$ cat config.mk
export PLATFORM = sky130hd
export DESIGN_NAME = uart_tx_fsm
export DESIGN_NICKNAME = d
export VERILOG_FILES = /design/src/rtl/uart_pkg.sv /design/src/rtl/parity_calc.sv /design/src/rtl/uart_tx_fsm.sv
export SDC_FILE = /design/constraint.sdc
export NUM_CORES = 1
export LEC_CHECK = 0
export BUFFER_PORTS_ARGS = -buffer_cell sky130_fd_sc_hd__buf_2
export CAP_MARGIN = 40
export CORE_AREA = 2 2 39 41
export CTS_CLUSTER_DIAMETER = 100
export DETAILED_ROUTE_END_ITERATION = 8
export DIE_AREA = 0 0 41 43
export PLACE_DENSITY = 0.65
export SETUP_SLACK_MARGIN = 0.02
export SLEW_MARGIN = 20
export SYNTH_ARGS = -nofsm -noshare
export SYNTH_HDL_FRONTEND = slang
export SYNTH_SLANG_ARGS = --single-unit
$ cat constraint.sdc
create_clock -name CLK -period 1.7 [get_ports CLK]
set_clock_uncertainty 0.1 [all_clocks]
set_input_delay 0.085 -clock CLK [delete_from_list [all_inputs] [get_ports CLK]]
set_output_delay 0.085 -clock CLK [all_outputs]
set_load 0.01 [all_outputs]
$ cat src/rtl/uart_pkg.sv
// Shared UART constants: TX state encodings, parity types and line levels.
package uart_pkg;

  typedef enum logic [2:0] {
    ST_IDLE   = 3'd0,
    ST_START  = 3'd1,
    ST_DATA   = 3'd2,
    ST_PARITY = 3'd3,
    ST_STOP   = 3'd4
  } tx_state_e;

  typedef enum logic {
    PAR_EVEN = 1'b0,
    PAR_ODD  = 1'b1
  } par_typ_e;

  localparam logic LINE_IDLE  = 1'b1;
  localparam logic LINE_START = 1'b0;
  localparam logic LINE_STOP  = 1'b1;

endpackage

$ cat src/rtl/parity_calc.sv
// Computes and holds the frame parity bit, captured once when a word is accepted.
module parity_calc
  import uart_pkg::*;
#(
  parameter int unsigned width = 8
) (
  input  logic             CLK,
  input  logic             Reset,
  input  logic [width-1:0] Data,
  input  logic             PAR_TYP,
  input  logic             load,
  output logic             parity
);

  always_ff @(posedge CLK or negedge Reset) begin
    if (!Reset) begin
      parity <= 1'b0;
    end else if (load) begin
      parity <= (PAR_TYP == PAR_ODD) ? ~^Data : ^Data;
    end
  end

endmodule

$ cat src/rtl/uart_tx_fsm.sv
// UART transmit sequencer: start, width data bits from the serializer, optional parity, stop.
module uart_tx_fsm
  import uart_pkg::*;
#(
  parameter int unsigned width = 8
) (
  input  logic             CLK,
  input  logic             Reset,
  input  logic [width-1:0] Data,
  input  logic             Data_valid,
  input  logic             PAR_EN,
  input  logic             PAR_TYP,
  input  logic             Ser_data,
  output logic             Ser_EN,
  output logic             Busy,
  output logic             TX_OUT
);

  localparam int unsigned      CNT_W    = (width > 1) ? $clog2(width) : 1;
  localparam logic [CNT_W-1:0] LAST_BIT = CNT_W'(width - 1);

  tx_state_e        state, state_next;
  logic [CNT_W-1:0] cnt_q, cnt_next;
  logic             par_en_q, par_en_next;
  logic             load;
  logic             parity;

  parity_calc #(.width(width)) u_parity (
    .CLK     (CLK),
    .Reset   (Reset),
    .Data    (Data),
    .PAR_TYP (PAR_TYP),
    .load    (load),
    .parity  (parity)
  );

  always_ff @(posedge CLK or negedge Reset) begin
    if (!Reset) begin
      state    <= ST_IDLE;
      cnt_q    <= '0;
      par_en_q <= 1'b0;
    end else begin
      state    <= state_next;
      cnt_q    <= cnt_next;
      par_en_q <= par_en_next;
    end
  end

  // Acceptance is only possible in IDLE and STOP, where Busy is low.
  always_comb begin
    state_next  = state;
    cnt_next    = cnt_q;
    par_en_next = par_en_q;
    load        = 1'b0;
    Busy        = 1'b0;
    Ser_EN      = 1'b0;
    TX_OUT      = LINE_IDLE;
    case (state)
      ST_IDLE: begin
        if (Data_valid) begin
          load       = 1'b1;
          state_next = ST_START;
        end
      end
      ST_START: begin
        Busy       = 1'b1;
        TX_OUT     = LINE_START;
        cnt_next   = '0;
        state_next = ST_DATA;
      end
      ST_DATA: begin
        Busy   = 1'b1;
        Ser_EN = 1'b1;
        TX_OUT = Ser_data;
        if (cnt_q == LAST_BIT) begin
          state_next = par_en_q ? ST_PARITY : ST_STOP;
        end else begin
          cnt_next = cnt_q + CNT_W'(1);
        end
      end
      ST_PARITY: begin
        Busy       = 1'b1;
        TX_OUT     = parity;
        state_next = ST_STOP;
      end
      ST_STOP: begin
        TX_OUT = LINE_STOP;
        if (Data_valid) begin
          load       = 1'b1;
          state_next = ST_START;
        end else begin
          state_next = ST_IDLE;
        end
      end
      default: state_next = ST_IDLE;
    endcase
    if (load) par_en_next = PAR_EN;
  end

endmodule

Yosys cells after proc, flatten, opt, wreduce, memory -nomap -nowiden --
Cells that the tools add are included.
Word-level totals: flip-flop bits (word level) 8, bits of input ports 14, output and inout bits 3
Cells by class: add/sub/neg operators 1, equal/unequal tests 8, multiplexer cells 13, reductions and logical operators 8
Operators by type and width (count):
- one-hot mux 3 bit (5 select lines) | 1
- 2-to-1 mux 3 bit | 4
- XNOR reduction 8 bit | 1
- parity 8 bit | 1
- equality test 3 x 2 -> 1 bit (second input constant) | 2
- equality test 3 bit (second input constant) | 2
- 2-to-1 mux 1 bit | 6
- != test 2 bit (second input constant) | 3
- one-hot mux 3 bit (2 select lines) | 1
- AND reduction 2 bit | 2
- adder 3 x 1 -> 3 bit (second input constant) | 1
- equality test 3 x 1 -> 1 bit (second input constant) | 1
- zero test 3 bit | 1
- one-hot mux 1 bit (3 select lines) | 1
- OR reduction 3 bit | 1
- nonzero test 2 bit | 1
- OR reduction 2 bit | 1

Logic depth before layout (Yosys ltp) --
Gate-level depths: netlist of run 1.
depth in word-level cells 3, mapped depth 5

Modules after synthesis --
From an unflattened synthesis of run 1, not the netlist that was laid out.
Second synthesis, totals: cell total of the unflattened synthesis 50, area, all modules 555.5 µm²
By module, submodules not included:
- uart_tx_fsm | instances 1, cells each 41, area each 425.4 µm², seq. area each 175.2 µm²
- parity_calc | instances 1, cells each 9, area each 130.1 µm², seq. area each 25.0 µm²

Worst setup path after synthesis of run 1 --
No wires, ideal clock.
path kind register -> register, from reg cnt_q[0], to reg cnt_q[0], setup time 0.065 ns, data arrival time 1.301 ns, required time 1.535 ns, setup slack 0.234 ns, stages on the path, launching flop included 6, period minus slack after synthesis 1.466 ns, cell sequence dfrtp_1 ha_1 ha_1 nor3_1 mux2_2 a22o_1
Between the ends: longest elaborated chain between the ends 3
RTL lines:
- from (decl) | line uart_tx_fsm.sv:23 | logic [CNT_W-1:0] cnt_q, cnt_next;
- from (signal assigned) | line uart_tx_fsm.sv:44 | cnt_q <= cnt_next;
- adder 3 x 1 -> 3 bit or equality test 3 bit (tied branches) | line uart_tx_fsm.sv:78, uart_tx_fsm.sv:75
- 2-to-1 mux 3 bit or != test 2 bit (tied branches)
- one-hot mux 3 bit (2 select lines) or AND reduction 2 bit (tied branches)
Several ways; a longest one is shown, not always the timed one. The select of a mux whose other input is x is not followed. A chain may end at the register's enable or synchronous reset.

Final worst setup path of run 1 --
from reg state[0], to out TX_OUT
Between the ends: longest elaborated chain between the ends 2
RTL lines:
- from (decl) | line uart_tx_fsm.sv:22 | tx_state_e state, state_next;
- from (signal assigned) | line uart_tx_fsm.sv:43 | state <= state_next;
- equality test 3 x 2 -> 1 bit or equality test 3 x 1 -> 1 bit (tied branches) | line uart_tx_fsm.sv:58 | case (state)
- one-hot mux 1 bit (3 select lines) * | line uart_tx_fsm.sv:58
- to (decl) | line uart_tx_fsm.sv:16 | output logic TX_OUT
Every way passes the cells marked *; elsewhere a longest branch is shown, timed or not.

==> run summary, run 1 <==
The per-cell via count in the routed design came out at 4.92. After synthesis, the share of flip-flops with an asynchronous set or reset is 1.00. In this run, CTS created clock tree buffers numbering 3.

The final setup TNS is 0 ns. For this run, design rule violations remaining after detail routing come to 0. The number of nets handed over by synthesis was 64.

The final clock period utilization by the worst path came out at 0.928. The share of post-route cells with drive strength above 1 came out at 0.377. The number of buffers between clock root and the deepest sink is 2. The CTS sink count is 8. In this run the number of H-tree levels came out at 1. The critical path goes through nor3_1 > a21oi_1 > or2_2 > buf_2. STA classifies the critical path startpoint as a flop. The dominant combinational cell family by area after synthesis is compound AO/OA/AOI/OAI gates.

The via count of the first global-routing pass is 395. STA puts the critical path data required time at 1.51 ns. The total number of vias came out at 418.

The worst max-slew margin expressed relative to the limit is 0.829. Of the post-synthesis cell area, the dominant cell type holds 0.415. The number of DRC markers in iteration 0 is 2. The adder and majority cell fraction of the synthesized area came out at 0.0518. The class of the worst hold path is in2async. Ranked by total cell area, the synthesized netlist is headed by sky130_fd_sc_hd__dfrtp_1 41%, sky130_fd_sc_hd__xnor2_1 7.3%, sky130_fd_sc_hd__ha_1 5.2%. The filler cells instantiated in the layout total 137.

The x dimension of the die is 41 um. TritonCTS built the clock tree. The final-report hold violation count came out at 0. After detailed routing, the average wire length per cell comes to 11.0 um. The last weighted congestion value of the routability-driven placer is 0.628. The initial antenna violation count came out at 0. The insertion delay of the later-clocked pin in the worst-skew pair is 0.25 ns. The clock slew at the register clock pins of the worst setup and hold paths is 0.05 ns. Setup repair after global routing left no endpoint under its margin. The number of buffers added on ports came out at 16.

The worst setup path is captured at a primary output. The worst path in the final design needs a cycle of 1.58 ns, including I/O delays and setup. The pin count of the biggest net entering global routing came out at 14. The tool flagged a number of max-cap violations equal to 0. The post-synthesis sequential area ratio came out at 0.415. The first-pass GRT wire length is 1500 um. Yosys mapped a number of flops with a built-in enable equal to 0. Setup violations remaining at the end of the flow were counted as 0. At the end of the flow the core is filled with cells to 0.461.

The xor/xnor cell area share of the yosys netlist is 0.155. Relative to the synthesized area, the layout overhead comes to 32.1%. The non-filler instance count after layout came out at 85.

The maximum vdd ir drop is 530 uV. The remaining antenna violation count is 0. The simple-gate area share of the yosys netlist is 0.135. In this run, distinct cell masters in the synthesized netlist total 21. The flip-flop and latch count after synthesis came out at 8. Of all nets on the critical path, the largest fanout is 13. The aggregate global-route resource usage is 0.127. The number of core rows is 14.

The run finished with clean final reports. sky130_fd_sc_hd__dfrtp_1 takes more of the synthesized area than any other cell. The commonest register cell after synthesis is sky130_fd_sc_hd__dfrtp_1.

The total chip power came out at 0.000912 W. For this design the static power due to leakage is 0.308 nW. The total overflow left after global routing is 0. The final max-slew violation count came out at 0. The mux cell area share after synthesis is 0.0466. The total setup buffers inserted after CTS came out at 0. The clock tree root buffer cell is sky130_fd_sc_hd__clkbuf_4. The total of warnings raised by yosys is 0.

On the critical path, the stage with the largest delay is an instance of sky130_fd_sc_hd__dfrtp_2. The synthesized-area fraction occupied by ao, oa, aoi and oai cells came to 0.171. The most frequent cell after synthesis is sky130_fd_sc_hd__dfrtp_1. The height of the chip is 43 um. The area of the core came out at 1380 sq um. The cell area power density came out at 1430 nW/um^2.

Derived from the worst setup path, the maximum achievable clock frequency is 634 MHz. The commonest cells after synthesis are 8 x sky130_fd_sc_hd__dfrtp_1, 5 x sky130_fd_sc_hd__nand2_1, 4 x sky130_fd_sc_hd__a21oi_1, 4 x sky130_fd_sc_hd__nor3_1, 4 x sky130_fd_sc_hd__xnor2_1. The number of iterations in the first detailed-routing pass is 2. The post-synthesis instance total came out at 48. The critical path is of the reg2out type. Summing every instance area after synthesis gives 483 sq um.

In the final design database the tool counted 87 nets. The average instance in the mapped netlist occupies 10.1 sq um. The antenna cell count is 0. The die outline area is 1760 sq um. The endpoint arrival time on the critical path is 1.39 ns. The worst-case hold slack came out at 0.115 ns. The number of cells in the design after placement came out at 79. The effective utilization at floorplan is 0.349.

The transition time at the pin with the least slew margin came out at 0.256 ns. The total length of routed wires is 931 um. The longest individual stage delay on the worst path is 0.49 ns. The number of I/O pins came out at 17.
==> cells by family (layout without fill, tap and decap cells) <==
kind of cell / after synthesis / after routing
simple gates: 14 / 14
compound gates: 12 / 12
flops: 8 / 8
xor+xnor: 7 / 7
buf+inv: 3 / 24
fa+ha+maj: 2 / 2
mux: 2 / 2
==> area by class of cell <==
cell class / instances / area, sq um / share of cell area
timing repair buffer: 19 / 110 / 0.173
sequential: 8 / 203 / 0.318
multi-input combinational: 37 / 275 / 0.431
tap: 16 / 20.0 / 0.0314
clock buffer: 3 / 22.5 / 0.0353
inverter: 2 / 7.51 / 0.0118
==> report_power, final <==
part	leakage (nW)	internal, W	total (W)	switching, W
registers	0.0997	0.000271	0.000366	0.0000953
logic	0.194	0.000211	0.000404	0.000193
clock network	0.0138	0.0000805	0.000141	0.0000608
total	0.308	0.000563	0.000912	0.000349
==> routing by layer <==
metal | global-route usage | share of wire | vias to the layer above
met1 | 0.152 | 0.46 | 195
met2 | 0.191 | 0.50 | 7
met3 | 0.0471 | 0.043 | 0
met4 | 0.0600 | 0 | 0
li1 | - | - | 216
met5 | 0 | 0 | -
==> path summary, 6_finish.rpt <==
kind / slack [ns] / depth (start not counted) / from / endpoint
worst max register to register: 0.18 / 5 / cnt_q[0] / cnt_q[0]
worst min-delay path: 0.11 / 2 / Reset / state[2]
worst max-delay path: 0.12 / 4 / state[0] / TX_OUT
worst min register to register: 0.40 / 2 / u_parity.parity / u_parity.parity
min in group CLK: 0.13 / 4 / Data[1] / u_parity.parity
max in group asynchronous: 1.20 / 2 / Reset / state[1]
==> stage by stage <==
stage | area [sq um] | worst slack [ns]
floorplan | 483 | 0.234
CTS | 631 | 0.0644
global placement | 578 | 0.159
finish | 638 | 0.123
detailed placement | 578 | 0.141
global route | 638 | 0.0370
==> placed cells by master, fill, tap and decap left out <==
master                          count
sky130_fd_sc_hd__a211o_1            1
sky130_fd_sc_hd__a21oi_1            4
sky130_fd_sc_hd__a22o_1             1
sky130_fd_sc_hd__a22oi_1            2
sky130_fd_sc_hd__buf_2             16
sky130_fd_sc_hd__clkbuf_4           3
sky130_fd_sc_hd__dfrtp_1            6
sky130_fd_sc_hd__dfrtp_2            2
sky130_fd_sc_hd__dlygate4sd3_1      3
sky130_fd_sc_hd__ha_1               2
sky130_fd_sc_hd__inv_1              1
sky130_fd_sc_hd__inv_2              1
sky130_fd_sc_hd__mux2_2             2
sky130_fd_sc_hd__nand2_1            5
sky130_fd_sc_hd__nand4b_1           1
sky130_fd_sc_hd__nor2_1             3
sky130_fd_sc_hd__nor3_1             3
sky130_fd_sc_hd__nor3_2             1
sky130_fd_sc_hd__o21ai_1            1
sky130_fd_sc_hd__o21bai_1           1
sky130_fd_sc_hd__o2bb2ai_1          2
sky130_fd_sc_hd__or2_2              1
sky130_fd_sc_hd__xnor2_1            4
sky130_fd_sc_hd__xnor3_1            1
sky130_fd_sc_hd__xor2_1             2
==> registers in the layout, indices dropped and copies added (netlist names) <==
name and count:
cnt_q 3, par_en_q 1, state 3, u_parity.parity 1
==> worst max-delay path: cells and delay by family, from the launching register on <==
kind            cells  cell delay (ns)
simple gates        2             0.47
compound gates      1             0.05
buf+inv             1             0.14
flops               1             0.49
==> what timing repair did <==
item / 4_1_cts / 5_1_grt
setup endpoints to repair: 0 / 2
gates resized for setup: 0 / 3
hold buffers: 3 / 0
endpoints found under the hold margin: 10 / 0
Power figures use the tool's default switching activity.
==> inputs of run 2 (changes only) <==
--- a/config.mk
+++ b/config.mk
@@ -11,6 +11,7 @@
 export CTS_CLUSTER_DIAMETER = 100
 export DETAILED_ROUTE_END_ITERATION = 8
 export DIE_AREA = 0 0 41 43
+export GPL_TIMING_DRIVEN = 0
 export PLACE_DENSITY = 0.65
 export SETUP_SLACK_MARGIN = 0.02
 export SLEW_MARGIN = 20
==> run 2 against run 1 <==
  * Wire length up 4.7%
  * Fmax up 0.53%
  * Sequential power down 5%
  * Clock power up 4%
  * Power up 1.3%
  * Global-route usage up 1.5 points
  * Non-clock buffer count up 1
  * Largest power group unchanged
  * Highest routed layer is now met4
==> run summary, run 2 (synthesis results as in run 1) <==
Leaving out fill and tap cells, the most frequent cell in the layout is sky130_fd_sc_hd__buf_2. The number of antenna diodes in the final layout is 0. The run finished with clean final reports. The endpoint arrival time on the critical path came out at 1.38 ns. The static leakage came out at 0.314 nW. The die covers 1760 sq um. The number of maximum-capacitance constraint violations came out at 0.

The top cell types in the final layout, fill and taps aside, are 17 x sky130_fd_sc_hd__buf_2, 7 x sky130_fd_sc_hd__dfrtp_1, 5 x sky130_fd_sc_hd__nand2_1, 4 x sky130_fd_sc_hd__a21oi_1, 4 x sky130_fd_sc_hd__xnor2_1. In the finished design, the share of the clock period the worst path needs comes to 0.923. The clock tree from TritonCTS is done. The cell area power density is 1440 nW/um^2. The worst setup path is captured at a primary output. The final critical-path required period is 1.57 ns. The number of cells in the design after placement came out at 80. The number of iterations in the first detailed-routing pass came out at 3. The timing-limited maximum frequency came out at 637 MHz.

The worst-path maximum fanout came out at 9. The last weighted congestion value of the routability-driven placer came out at 0.665. The final-report hold violation count is 0. The final setup slack of the worst path came out at 0.131 ns.

In the final routed layout, each cell accounts on average for 11.3 um. The initial antenna violation count is 0. Port buffering added 16 buffers. Row generation in the floorplan step produced 14 rows. Wires add up to 975 um. VDD sags by at most 706 uV.

The number of I/O pins is 17. Timing analysis after detailed placement gives a worst setup slack of 0.103 ns. The total number of vias is 430. The total clock buffers created by CTS is 3. The height of the chip is 43 um. The total global routing overflow is 0. Dividing the detail-routed via count by the number of cells gives 5.00.

Setup repair after global routing left no endpoint under its margin. The worst setup path is of the reg2out kind. The final layout net count is 88. The floorplan step defined a core boundary enclosing 1380 sq um. Entering global routing, the biggest net connects 11 pins.

Once detailed placement completed, the half-perimeter wirelength came to 755 um. The initial utilization of the core area, before any placement, comes to 0.349. The number of buffers between clock root and the deepest sink is 2. The worst max-slew margin expressed relative to the limit came out at 0.825. The first-pass GRT wire length is 1610 um.

CTS saw 8 sinks. For met1 alone, demand over resource in global routing was 0.154. In this run the post-CTS setup repair buffer count came out at 0. The via count of the first global-routing pass was 403. met2 is the most crowded layer. The number of DRC markers in iteration 0 is 3.

At the pin with the least slew margin, the transition time is 0.263 ns. Leaving out filler cells and counting taps, the final layout contains 86. The min-delay analysis places its worst path in the category in2async. In the global route stage, met3 resource usage came out at 0.0628. The required time of the critical path came out at 1.51 ns.

The total chip power is 0.000924 W. The area growth from synthesis to layout is 32.9%. The share of post-route cells with drive strength above 1 is 0.371. For met2 alone, demand over resource in global routing was 0.216. The critical path launch point type is a flop.

Clock-pin slew was measured on the worst setup and hold paths at 0.06 ns. The aggregate global-route resource usage is 0.141. The x dimension of the die came out at 41 um. Clock tree synthesis selected as its root buffer the cell sky130_fd_sc_hd__clkbuf_4. Once layout is complete, the utilization of the core stands at 0.464. The count of endpoints failing setup in the final report came out at 0. The remaining antenna violation count came out at 0. The final setup TNS is 0 ns. In this run the number of H-tree levels came out at 1. The final max-slew violation count came out at 0. After detailed routing, the number of remaining DRC violations is 0. At the later pin of the worst-skew pair, clock insertion delay measures 0.26 ns. The largest registers in the layout are cnt_q (3), state (3).
-- run 2: layout make-up --
class | instances | area [sq um]
inverter | 2 | 7.51
timing repair buffer | 19 | 110
tap | 16 | 20.0
fill | 141 | 742
sequential | 8 | 201
buffer | 1 | 5.00
multi-input combinational | 37 | 275
clock buffer | 3 | 22.5
-- run 2: critical path, cell delays in order, from the launching register on --
cell and delay, ns:
sky130_fd_sc_hd__dfrtp_2 0.40, sky130_fd_sc_hd__inv_2 0.09, sky130_fd_sc_hd__nor3_1 0.17, sky130_fd_sc_hd__a21oi_1 0.05, sky130_fd_sc_hd__or2_2 0.26, sky130_fd_sc_hd__buf_2 0.14
-- run 2: repair_timing --
action | 4_1_cts | 5_1_grt
endpoints found under the hold margin | 10 | 0
endpoints found under the setup margin | 0 | 3
hold buffers | 3 | 0
resized for setup | 0 | 2
-- run 2: metal layers --
metal  wire length (um)  vias up
li1                   -      214
met1                439      205
met2                477        9
met3                 43        2
met4                 14        0
met5                  0        -
-- run 2: stage by stage --
| stage | hold WS (ns) | instance area (sq um) |
|---|---|---|
| after floorplan | -0.311 | 483 |
| after global placement | -0.165 | 583 |
| after detailed placement | -0.161 | 583 |
| after CTS | 0.0942 | 636 |
| after global routing | 0.111 | 642 |
| final | 0.0997 | 642 |
-- run 2: final timing paths --
kind	to	slack [ns]	cells after the start	start
hold / removal	cnt_q[2]	0.1	2	Reset
setup reg to reg	cnt_q[0]	0.17	5	cnt_q[0]
min in group CLK	u_parity.parity	0.14	4	Data[1]
max in group asynchronous	state[1]	1.22	2	Reset
hold reg to reg	u_parity.parity	0.42	2	u_parity.parity
setup / recovery	TX_OUT	0.13	5	state[1]
-- run 2: where the power goes --
group	total, W	switching, W	internal [W]
clock network	0.000147	0.0000665	0.0000809
logic	0.000428	0.000211	0.000217
registers	0.000349	0.0000789	0.000270
total	0.000924	0.000356	0.000567
==> inputs of run 3 (changes only) <==
--- a/config.mk
+++ b/config.mk
@@ -12,7 +12,7 @@
 export DETAILED_ROUTE_END_ITERATION = 8
 export DIE_AREA = 0 0 41 43
 export GPL_TIMING_DRIVEN = 0
-export PLACE_DENSITY = 0.65
+export PLACE_DENSITY = 0.68
 export SETUP_SLACK_MARGIN = 0.02
 export SLEW_MARGIN = 20
 export SYNTH_ARGS = -nofsm -noshare
==> constraint.sdc (replaced) <==
create_clock -name CLK -period 1.4 [get_ports CLK]
set_clock_uncertainty 0.1 [all_clocks]
set_input_delay 0.07 -clock CLK [delete_from_list [all_inputs] [get_ports CLK]]
set_output_delay 0.07 -clock CLK [all_outputs]
set_load 0.01 [all_outputs]
==> run 3 against run 2 <==
  * Design area grew 19%
  * Critical path depth is the same
  * Sequential cell count is the same
  * The run now ends with negative setup slack left
  * Cell count grew 8.1%
  * Clock-buffer cell count is the same
  * Register-to-register slack lost 0.21 ns
  * Worst setup slack lost 0.17 ns
==> run summary, run 3 (synthesis results as in run 1) <==
The register-to-register path setup slack is -0.04 ns. The worst max-slew margin expressed relative to the limit came out at 0.830. The longest individual stage delay on the worst path came out at 0.40 ns. Clock tree synthesis inserted a total of 3 buffers.

The layout-stage area growth over the synthesis result came out at 58.3%. The clock tree from TritonCTS is done. The startpoint identified for the worst register-to-register timing path is cnt_q[1]. The transition time at the pin with the least slew margin came out at 0.256 ns.

The count of endpoints failing setup in the final report is 2. The cell area power density is 1850 nW/um^2. The class of the worst hold path is in2async. On the critical path, the stage with the largest delay is an instance of sky130_fd_sc_hd__dfrtp_1. Measured on the finished design, the core utilization comes to 0.552. The worst-case reg-to-reg path depth came out at 5. The final-report hold violation count is 0. The first detailed-routing pass took 4 iterations.

The aggregate global-route resource usage came out at 0.149. CTS saw 8 sinks. In this run the clock root is driven by a sky130_fd_sc_hd__clkbuf_4. The H-tree level count is 1. The average detailed-routed wire length per instance came out at 12.2 um.

The required time of the critical path came out at 1.48 ns. The final clock period utilization by the worst path came out at 1.03. In this run the critical register-to-register path is captured at cnt_q[0].

The antenna cell count is 0. Setup repair after global routing could not meet its margin everywhere. After floorplanning, the core was divided into 14 placement rows.

The total length of routed wires is 1140 um. The number of buffers added on ports came out at 16. The maximum vdd ir drop came out at 750 uV. The effective utilization at floorplan is 0.349.

The die outline area came out at 1760 sq um. The worst-case hold slack came out at 0.0993 ns. The smallest clock period supported by the final layout is computed as 1.44 ns. The library cell used most frequently in the layout, excluding fill and tap cells, is sky130_fd_sc_hd__buf_2.

Entering global routing, the biggest net connects 11 pins. The path type of the worst setup path is reg2reg. The last weighted congestion value of the routability-driven placer is 0.650. The total global routing overflow is 0. The height of the chip is 43 um. The checks that failed: negative setup slack. The final layout net count came out at 95. The share of post-route cells with drive strength above 1 is 0.481. The final max-slew violation count is 0. The number of DRC markers in iteration 0 is 4. In the layout the commonest cells are 15 x sky130_fd_sc_hd__buf_2, 8 x sky130_fd_sc_hd__dfrtp_1, 5 x sky130_fd_sc_hd__buf_4.

The worst-path maximum fanout is 5. The timing-limited maximum frequency came out at 696 MHz. The remaining antenna violation count came out at 0.

The run finished, with violations left. The initial antenna violation count came out at 0. The routed layout has 463 vias. STA classifies the critical path startpoint as a flop. STA classifies the critical path endpoint as a flop.

The number of buffers between clock root and the deepest sink is 2. After clock tree synthesis, the clock-pin slew on the worst setup and hold paths is 0.05 ns. The via count of the first global-routing pass was 467. The first-pass GRT wire length came out at 1750 um.

The cell that appears most often on the critical path is sky130_fd_sc_hd__ha_4. The insertion delay of the later-clocked pin in the worst-skew pair came out at 0.25 ns. The endpoint arrival time on the critical path came out at 1.52 ns. The number of remaining DRC errors came out at 0. Summed over all nets, the half-perimeter wirelength after detailed placement is 729 um. The critical path goes through ha_4 > ha_4 > nor3_2 > mux2_2 > a22o_1. The final setup slack of the worst path is -0.0373 ns. In the final layout, the registers with the most flip-flops are cnt_q (3), state (3). Summed over all cells, the static leakage comes to 0.358 nW. The number of I/O pins is 17. Max-cap violations in this run came to 0. The per-cell via count in the routed design came out at 4.98. The x dimension of the die came out at 41 um. The region available for standard cell placement spans 1380 sq um.
==> run 3: report_power, final <==
part           switching (W)  internal, W
Clock              0.0000720    0.0000977
Combinational       0.000356     0.000462
Sequential          0.000103     0.000325
Total               0.000531     0.000885
==> run 3: worst max-delay path, delay by kind of cell (launching register included) <==
family,cells,cell delay (ns)
compound gates,1,0.13
fa+ha+maj,2,0.35
flops,1,0.40
mux,1,0.20
simple gates,1,0.19
==> run 3: worst max path at each step <==
stage               startpoint  endpoint  slack, ns  depth (start not counted)
CTS                   cnt_q[1]  cnt_q[0]      -0.03                          5
global route          state[0]    TX_OUT      -0.09                          4
floorplan             cnt_q[0]  cnt_q[0]       0.03                          5
finish                cnt_q[1]  cnt_q[0]      -0.04                          5
global placement      cnt_q[0]  cnt_q[0]      -0.04                          5
detailed placement    cnt_q[0]  cnt_q[0]      -0.07                          5
==> run 3: area by class of cell <==
type	instances	area, sq um
well taps	16	20.0
clock buffers	3	22.5
multi-input cells	37	324
fillers	118	619
inverters	2	10.0
repair buffers	26	176
flip-flops and latches	8	200
plain buffers	1	11.3
==> run 3: stage by stage <==
stage | power (W) | instances | setup TNS (ns) | setup WS (ns) | area [sq um]
6_report | 0.00142 | 93 | -0.0708 | -0.0373 | 764
4_1_cts | 0.00135 | 92 | -0.0456 | -0.0286 | 741
3_3_place_gp | 0.000932 | 80 | -0.0363 | -0.0363 | 603
2_1_floorplan | 0.000805 | 48 | 0 | 0.0320 | 503
3_5_place_dp | 0.000962 | 80 | -0.0660 | -0.0660 | 603
5_1_grt | 0.00153 | 93 | -0.308 | -0.0939 | 764
==> run 3: what timing repair did <==
item,in CTS,in global routing
pin swaps,1,2
hold endpoints to repair,10,0
gates resized for setup,9,4
endpoints found under the setup margin,4,7
hold buffers,3,0
buffers inserted,6,1
==> run 3: layer usage <==
| layer | wire length [um] | GRT usage |
|---|---|---|
| met4 | 14 | 0.100 |
| met3 | 31 | 0.0157 |
| met5 | 0 | 0 |
| met2 | 624 | 0.259 |
| met1 | 469 | 0.154 |
